--- config.mk ---
export PLATFORM = sky130hd
export DESIGN_NAME = nibble_serial_adder
export DESIGN_NICKNAME = d
export VERILOG_FILES = /design/src/rtl/nibble_serial_adder_pkg.sv /design/src/rtl/nibble_serial_adder_add4.sv /design/src/rtl/nibble_serial_adder.sv
export SDC_FILE = /design/constraint.sdc
export NUM_CORES = 1
export LEC_CHECK = 0
export BUFFER_PORTS_ARGS = -buffer_cell sky130_fd_sc_hd__clkbuf_2
export CORE_MARGIN = 10
export CORE_UTILIZATION = 39
export CTS_BUF_LIST = sky130_fd_sc_hd__clkbuf_4
export DETAILED_ROUTE_END_ITERATION = 8
export GPL_ROUTABILITY_DRIVEN = 0
export PLACE_DENSITY = 0.67
export SYNTH_ARGS = -nofsm -noshare
export SYNTH_HDL_FRONTEND = slang
export SYNTH_SLANG_ARGS = --single-unit
--- constraint.sdc ---
create_clock -name clk -period 4.3 [get_ports clk]
set_clock_uncertainty 0.05 [all_clocks]
set_input_delay 0.43 -clock clk [delete_from_list [all_inputs] [get_ports clk]]
set_output_delay 0.43 -clock clk [all_outputs]
set_load 0.01 [all_outputs]
--- src/rtl/nibble_serial_adder_pkg.sv ---
// Shared types and constants for the nibble-serial adder.
package nibble_serial_adder_pkg;

  localparam int NIB_W = 4;

  typedef enum logic [1:0] {IDLE, RUN, DONE} state_e;

  // Ceiling log2, used to size the nibble index.
  function automatic int clog2(input int n);
    int r;
    r = 0;
    while ((1 << r) < n) r++;
    return r;
  endfunction

endpackage

--- src/rtl/nibble_serial_adder_add4.sv ---
// nibble_add4: combinational 4-bit ripple-carry adder slice; c3 is the carry into bit 3.
module nibble_add4 (
  input  logic [3:0] a,
  input  logic [3:0] b,
  input  logic       ci,
  output logic [3:0] s,
  output logic       co,
  output logic       c3
);

  always_comb begin
    logic c;
    s  = '0;
    c3 = 1'b0;
    c  = ci;
    for (int i = 0; i < 4; i++) begin
      if (i == 3) c3 = c;
      s[i] = a[i] ^ b[i] ^ c;
      c    = (a[i] & b[i]) | (c & (a[i] ^ b[i]));
    end
    co = c;
  end

endmodule

--- src/rtl/nibble_serial_adder.sv ---
// Multi-cycle WIDTH-bit adder: one nibble per cycle through a 4-bit slice, LSB first.
// Optional signed-overflow output enabled by defining OVERFLOW_FLAG_EN.
module nibble_serial_adder
  import nibble_serial_adder_pkg::*;
#(
  parameter int WIDTH = 16
) (
  input  logic             clk,
  input  logic             rst_n,
  input  logic             in_valid,
  output logic             in_ready,
  input  logic [WIDTH-1:0] a,
  input  logic [WIDTH-1:0] b,
  input  logic             cin,
  output logic             out_valid,
  input  logic             out_ready,
  output logic [WIDTH-1:0] sum,
  output logic             cout,
  output logic             busy
`ifdef OVERFLOW_FLAG_EN
  ,
  output logic             ovf
`endif
);

  localparam int NIB   = WIDTH / NIB_W;
  localparam int IDX_W = (clog2(NIB) < 1) ? 1 : clog2(NIB);

  if ((WIDTH % NIB_W) != 0 || WIDTH < 8) begin : g_bad_width
    $error("nibble_serial_adder: WIDTH must be a multiple of 4 and >= 8");
  end

  state_e           state_q;
  logic [WIDTH-1:0] a_q, b_q, sum_q;
  logic             carry_q, cout_q;
  logic [IDX_W-1:0] idx_q;
  logic             in_ready_q, out_valid_q, busy_q;

  logic [NIB_W-1:0] a_nib, b_nib, slice_s;
  logic             slice_co, slice_c3;

  always_comb begin
    a_nib = '0;
    b_nib = '0;
    for (int n = 0; n < NIB; n++) begin
      if (idx_q == IDX_W'(n)) begin
        a_nib = a_q[n*NIB_W +: NIB_W];
        b_nib = b_q[n*NIB_W +: NIB_W];
      end
    end
  end

  nibble_add4 u_slice (
    .a  (a_nib),
    .b  (b_nib),
    .ci (carry_q),
    .s  (slice_s),
    .co (slice_co),
    .c3 (slice_c3)
  );

  wire last_step = (idx_q == IDX_W'(NIB - 1));

  always_ff @(posedge clk or negedge rst_n) begin
    if (!rst_n) begin
      state_q     <= IDLE;
      a_q         <= '0;
      b_q         <= '0;
      sum_q       <= '0;
      carry_q     <= 1'b0;
      cout_q      <= 1'b0;
      idx_q       <= '0;
      in_ready_q  <= 1'b1;
      out_valid_q <= 1'b0;
      busy_q      <= 1'b0;
    end else begin
      unique case (state_q)
        IDLE: if (in_valid) begin
          a_q        <= a;
          b_q        <= b;
          carry_q    <= cin;
          idx_q      <= '0;
          in_ready_q <= 1'b0;
          busy_q     <= 1'b1;
          state_q    <= RUN;
        end
        RUN: begin
          for (int n = 0; n < NIB; n++)
            if (idx_q == IDX_W'(n)) sum_q[n*NIB_W +: NIB_W] <= slice_s;
          carry_q <= slice_co;
          if (last_step) begin
            cout_q      <= slice_co;
            out_valid_q <= 1'b1;
            state_q     <= DONE;
          end else begin
            idx_q <= idx_q + 1'b1;
          end
        end
        // No accept here: IDLE must be re-entered first, costing one cycle.
        DONE: if (out_ready) begin
          out_valid_q <= 1'b0;
          in_ready_q  <= 1'b1;
          busy_q      <= 1'b0;
          state_q     <= IDLE;
        end
        default: state_q <= IDLE;
      endcase
    end
  end

`ifdef OVERFLOW_FLAG_EN
  logic ovf_q;
  always_ff @(posedge clk or negedge rst_n) begin
    if (!rst_n)                        ovf_q <= 1'b0;
    else if (state_q == RUN && last_step) ovf_q <= slice_c3 ^ slice_co;
  end
  assign ovf = ovf_q;
`else
  logic unused_c3;
  assign unused_c3 = slice_c3;
`endif

  assign in_ready  = in_ready_q;
  assign out_valid = out_valid_q;
  assign busy      = busy_q;
  assign sum       = sum_q;
  assign cout      = cout_q;

endmodule

## After elaboration in Yosys (flattened, before gate mapping)

Cells that the tools add are included.
W data, S select, Z words.

| storage, ports and cells | value |
|---|---|
| bits in registers | 57 |
| output and inout port bits | 20 |
| input port bits | 37 |

| operators by class | value |
|---|---|
| reductions and logical operators | 15 |
| eq/ne operators | 9 |
| add/subtract/negate cells | 1 |
| bitwise logic cells | 20 |
| mux-type cells | 25 |

Operator list:

| operator | count |
|---|---|
| $mux W4 | 8 |
| $reduce_and A2 Y1 | 6 |
| $reduce_and A3 Y1 | 4 |
| $mux W2 | 5 |
| $and A1 B1 Y1 | 8 |
| $ne A2 B2 Y1 const B | 4 |
| $pmux W1 S2 | 4 |
| $xor A1 B1 Y1 | 8 |
| $eq A2 B2 Y1 const B | 3 |
| $mux W1 | 6 |
| $pmux W2 S3 | 1 |
| $reduce_bool A2 Y1 | 3 |
| $eq A2 B1 Y1 const B | 2 |
| $logic_not A2 Y1 | 2 |
| $or A1 B1 Y1 | 4 |
| $pmux W2 S2 | 1 |
| $add A2 B1 Y2 const B | 1 |

## Longest topological paths before layout

| depth | value |
|---|---|
| depth in word-level cells | 15 |
| gate-level depth with buffers | 13 |

## Modules after synthesis

Synthesis repeated with hierarchy kept, for this count alone.

| second synthesis, totals | value |
|---|---|
| cells, all modules | 200 |
| area total of the unflattened synthesis | 2733.9 um2 |

Modules (own cells, without submodules):

| module | area an instance (um2) | cells each | seq. area each (um2) | times used |
|---|---|---|---|---|
| nibble_serial_adder | 2623.8 | 188 | 1427.6 | 1 |
| nibble_add4 | 110.1 | 12 | 0.0 | 1 |

## Worst setup path before layout

OpenSTA, ideal clock, no wires.

| path | value |
|---|---|
| kind | reg2reg |
| start point | register idx_q[0] |
| end point | register sum_q[11] (netlist: sum[11]) |
| data arrival time | 3.006 ns |
| required time | 4.125 ns |
| cell stages (with the launch flop) | 12 |
| library setup time | 0.125 ns |
| setup slack | 1.119 ns |
| cell sequence | dfrtp_1 -> ha_1 -> buf_4 -> nor2_1 -> o211ai_1 -> o221ai_1 -> fa_1 -> inv_1 -> fa_1 -> fa_1 -> fa_1 -> mux2_2 |

| between the ends | value |
|---|---|
| cells in the longest elaborated chain, start to end | 13 |
| elaborated cells on any way between the ends | 27 |
| those cells by class | eq/ne: 3; mux: 8; bitwise: 14; reduce/logical: 2 |

Ends and longest elaborated chain:

| item | line | source |
|---|---|---|
| from (decl) | nibble_serial_adder.sv:36 | `logic [IDX_W-1:0] idx_q;` |
| from (signal assigned) | nibble_serial_adder.sv:96 | `idx_q <= idx_q + 1'b1;` |
| $logic_not A2 Y1 | nibble_serial_adder.sv:46 | `if (idx_q == IDX_W'(n)) begin` |
| $mux W4 (4 in a row) | nibble_serial_adder.sv:46 |  |
| $xor A1 B1 Y1 | nibble_serial_adder_add4.sv:19 | `c = (a[i] & b[i]) \| (c & (a[i] ^ b[i]));` |
| $and A1 B1 Y1 | nibble_serial_adder_add4.sv:19 |  |
| $or A1 B1 Y1 | nibble_serial_adder_add4.sv:19 |  |
| $and A1 B1 Y1 | nibble_serial_adder_add4.sv:19 |  |
| $or A1 B1 Y1 | nibble_serial_adder_add4.sv:19 |  |
| $and A1 B1 Y1 | nibble_serial_adder_add4.sv:19 |  |
| $or A1 B1 Y1 | nibble_serial_adder_add4.sv:19 |  |
| $xor A1 B1 Y1 * | nibble_serial_adder_add4.sv:18 | `s[i] = a[i] ^ b[i] ^ c;` |
| named net slice_s[3] | nibble_serial_adder.sv:39 | `logic [NIB_W-1:0] a_nib, b_nib, slice_s;` |
| to (signal, indexed assignment) | nibble_serial_adder.sv:89 | `if (idx_q == IDX_W'(n)) sum_q[n*NIB_W +: NIB_W] <= slice_s;` |
| to (decl) | nibble_serial_adder.sv:34 | `logic [WIDTH-1:0] a_q, b_q, sum_q;` |

The timed path passes the listed nets; every way through them passes the cells marked *.
A chain may end at the register's enable or synchronous reset.

## Worst setup path after layout

| path | value |
|---|---|
| start point | register idx_q[0] |
| end point | register sum_q[7] (netlist: sum[7]) |

Same word-level chain as after synthesis.

==> results.yml <==
grt:
  grt_start_max_net_pins: 58
  antenna_found_initial: 0
  met3_usage: 0.0607
  grt_pass1_vias: 1827
  gr-max-usage-layer: "met2"
  met1_usage: 0.141
  use_met2: 0.165
  grt_pass1_wl_um: 9180
  grt_usage: 0.114
  grt_overflow_total: 0
floorplanning:
  die_area_um2: 10500
  die_w_um: 102
  start_util: 0.409
  core_um2: 6460
  die_y_um: 102
  ios: 57
  row_count: 29
routing:
  drt_pass1_iterations: 4
  routedWlPerCell_um: 16.3
  via_count: 1749
  drt_wl_total_um: 5530
  first_iter_violations: 73
  vias_per_cell: 5.14
  ant_nets: 0
  drcViolationCount: 0
setup_path:
  crit_top_cell: "fa_1"
  regToRegSetupSlack_ps: 820
  cp.arrival_ps: 3710
  start_kind: "register"
  required_ps: 4530
  r2r-end: "sum[7]"
  r2r_cells: 10
  path_buf_inv: 1
  worst_setup_path_end_kind: "register"
  slowest_stage: "fa_1"
  reg2reg_from: "idx_q[0]"
  crit_path_max_incr_delay_ps: 490
  cp_max_fo: 8
  critical-path-top-delay-family: "adder cells"
  crit_type: "reg2reg"
  crit_chain: "ha_1, nor2_1, o211ai_1, o221ai_1, fa_1, inv_1, fa_1, fa_1, fa_1, mux2_2"
timing:
  clock.fmax_ghz: 0.287
  setup_viol: 0
  slew-limit-headroom: 0.353
  period_share: 0.809
  grt_setup_unrepaired: "false"
  finalSetupTns_ps: 0
  worstMarginPinSlew_ps: 969
  finalHoldViolations: 0
  maxSlewViolCount: 0
  min_period_ps: 3480
clock_tree:
  cts_buffers: 9
  cts_buffer_depth: 2
  cts_tree: "yes"
  post_cts_buffers: 0
  cts.clk_slew.worst_paths_ps: 90
  cts_root_buf: "clkbuf_4"
  cts-resized-gates: 0
  hold_buffers: 0
  clk_latency_ps: 390
  cts.sinks: 57
  htree_levels: 3
synth:
  synth-async-reset-ratio: 1.00
  yosysTopAreaCellShare: 0.530
  ys_types: 32
  synth_common_cells: "dfrtp_1 (56), mux2_2 (35), nand2_1 (15)"
  yosysWarnings: 0
  synth.area.top_cells: "dfrtp_1 (53%), mux2_2 (15%), mux2_4 (5.7%)"
  synth_edf_count: 0
  yosysTopAreaCell: "dfrtp_1"
  syn_area_per_cell_um2: 13.3
  syn_area_um2: 2640
  synth_seq_cells: 57
  synthFlopType: "dfrtp_1"
  ys_seq_area_frac: 0.540
  synth.net_count: 244
  synth_most_common_cell: "dfrtp_1"
  syn_inst: 199
placed_design:
  port_buffers: 56
  dp_hpwl_um: 4360
  placed_area_um2: 2940
  placed_cells: 324
power:
  cellPowerDensity_nw_per_um2: 868
  vdd_drop_max_v: 0.000350
  p_leak_nw: 1.42
cells_and_area:
  fin_nets: 303
  fin_cells: 340
  drive_gt1_frac: 0.460
  fill_cells: 594
  diodes: 0
  syn2layout_area_growth_pct: 16.4
  fin_area_um2: 3080
outcome:
  status: "completed"
min_path:
  hold_path_class: "in2async"
job:
  cap_violations: 0
flip-flops by register name, summed over array words and instances (netlist names):
signal and count:
state_q 2, cout 1, in_ready 1, carry_q 1, sum 16, idx_q 2, busy 1, out_valid 1
b_q 16, a_q 16
how the worst max path moves through the flow:
stage / startpoint / to / slack, ps / cells after the start
finish: idx_q[0] / sum[7] / 820 / 10
global route: idx_q[0] / sum[7] / 570 / 11
CTS: idx_q[0] / sum[7] / 850 / 10
detailed placement: idx_q[0] / sum[7] / 870 / 10
global placement: idx_q[0] / sum[15] / 950 / 10
floorplan: idx_q[0] / sum[11] / 1120 / 11
cells in the final DEF (no fill, tap or decap):
| cell type | count |
|---|---|
| nor3_1 | 2 |
| a21oi_1 | 6 |
| nor4b_1 | 1 |
| nor2_1 | 4 |
| a31oi_1 | 6 |
| dfstp_2 | 1 |
| mux2_4 | 10 |
| o221ai_1 | 2 |
| a211oi_1 | 1 |
| o211ai_1 | 2 |
| clkbuf_4 | 12 |
| nor3b_1 | 1 |
| mux2_2 | 35 |
| inv_1 | 7 |
| nand4_1 | 1 |
| clkinv_1 | 2 |
| buf_4 | 1 |
| nand2_1 | 15 |
| o311ai_0 | 1 |
| bufinv_16 | 1 |
| nor2_4 | 1 |
| nand3b_1 | 9 |
| o21ai_0 | 10 |
| o22ai_1 | 6 |
| nand2b_1 | 1 |
| clkinv_2 | 2 |
| o31ai_1 | 1 |
| ha_1 | 4 |
| clkbuf_2 | 56 |
| nand3b_2 | 1 |
| fa_1 | 4 |
| nand2b_4 | 1 |
| dfrtp_1 | 56 |
stage by stage:
stage                util  total power, mW  setup slack (ps)  hold WS, ps
floorplan               -             1.97              1120         84.4
global placement    0.455             2.29               950          411
detailed placement  0.455             2.34               874          421
CTS                 0.476             2.71               847          108
global route        0.476             2.93               569          128
finish              0.476             2.67               821         99.6
worst reg2reg max path: stages, from the launching register on:
cell and delay [ps]:
dfrtp_1 440, ha_1 320, nor2_1 450, o211ai_1 170, o221ai_1 140, fa_1 220, inv_1 50, fa_1 370
fa_1 390, fa_1 490, mux2_2 280
where the power goes:
| group | total, mW | internal [mW] | switching (mW) |
|---|---|---|---|
| Combinational | 1.29 | 0.657 | 0.630 |
| Sequential | 1.01 | 0.813 | 0.195 |
| Clock | 0.373 | 0.194 | 0.180 |
| Total | 2.67 | 1.66 | 1.00 |
cells by family after synthesis:
family,Yosys count,synth area share
flops,57,0.540
compound gates,35,0.0800
simple gates,37,0.0810
fa+ha+maj,8,0.0492
mux,45,0.206
buf+inv,17,0.0436
layout make-up:
class | count | area [µm²] | share of cell area
well taps | 77 | 96.3 | 0.0313
clock buffers | 12 | 90.1 | 0.0293
repair buffers | 57 | 288 | 0.0936
clock inverters | 4 | 43.8 | 0.0142
flip-flops and latches | 57 | 1430 | 0.464
inverters | 8 | 30.0 | 0.00976
multi-input cells | 125 | 1100 | 0.358
layer usage:
metal	wire [µm]	share of wire	vias up
met3	418	0.076	9
li1	-	-	845
met5	0	0	-
met4	78	0.014	0
met1	2540	0.46	840
met2	2500	0.45	55
Power figures use the tool's default switching activity.
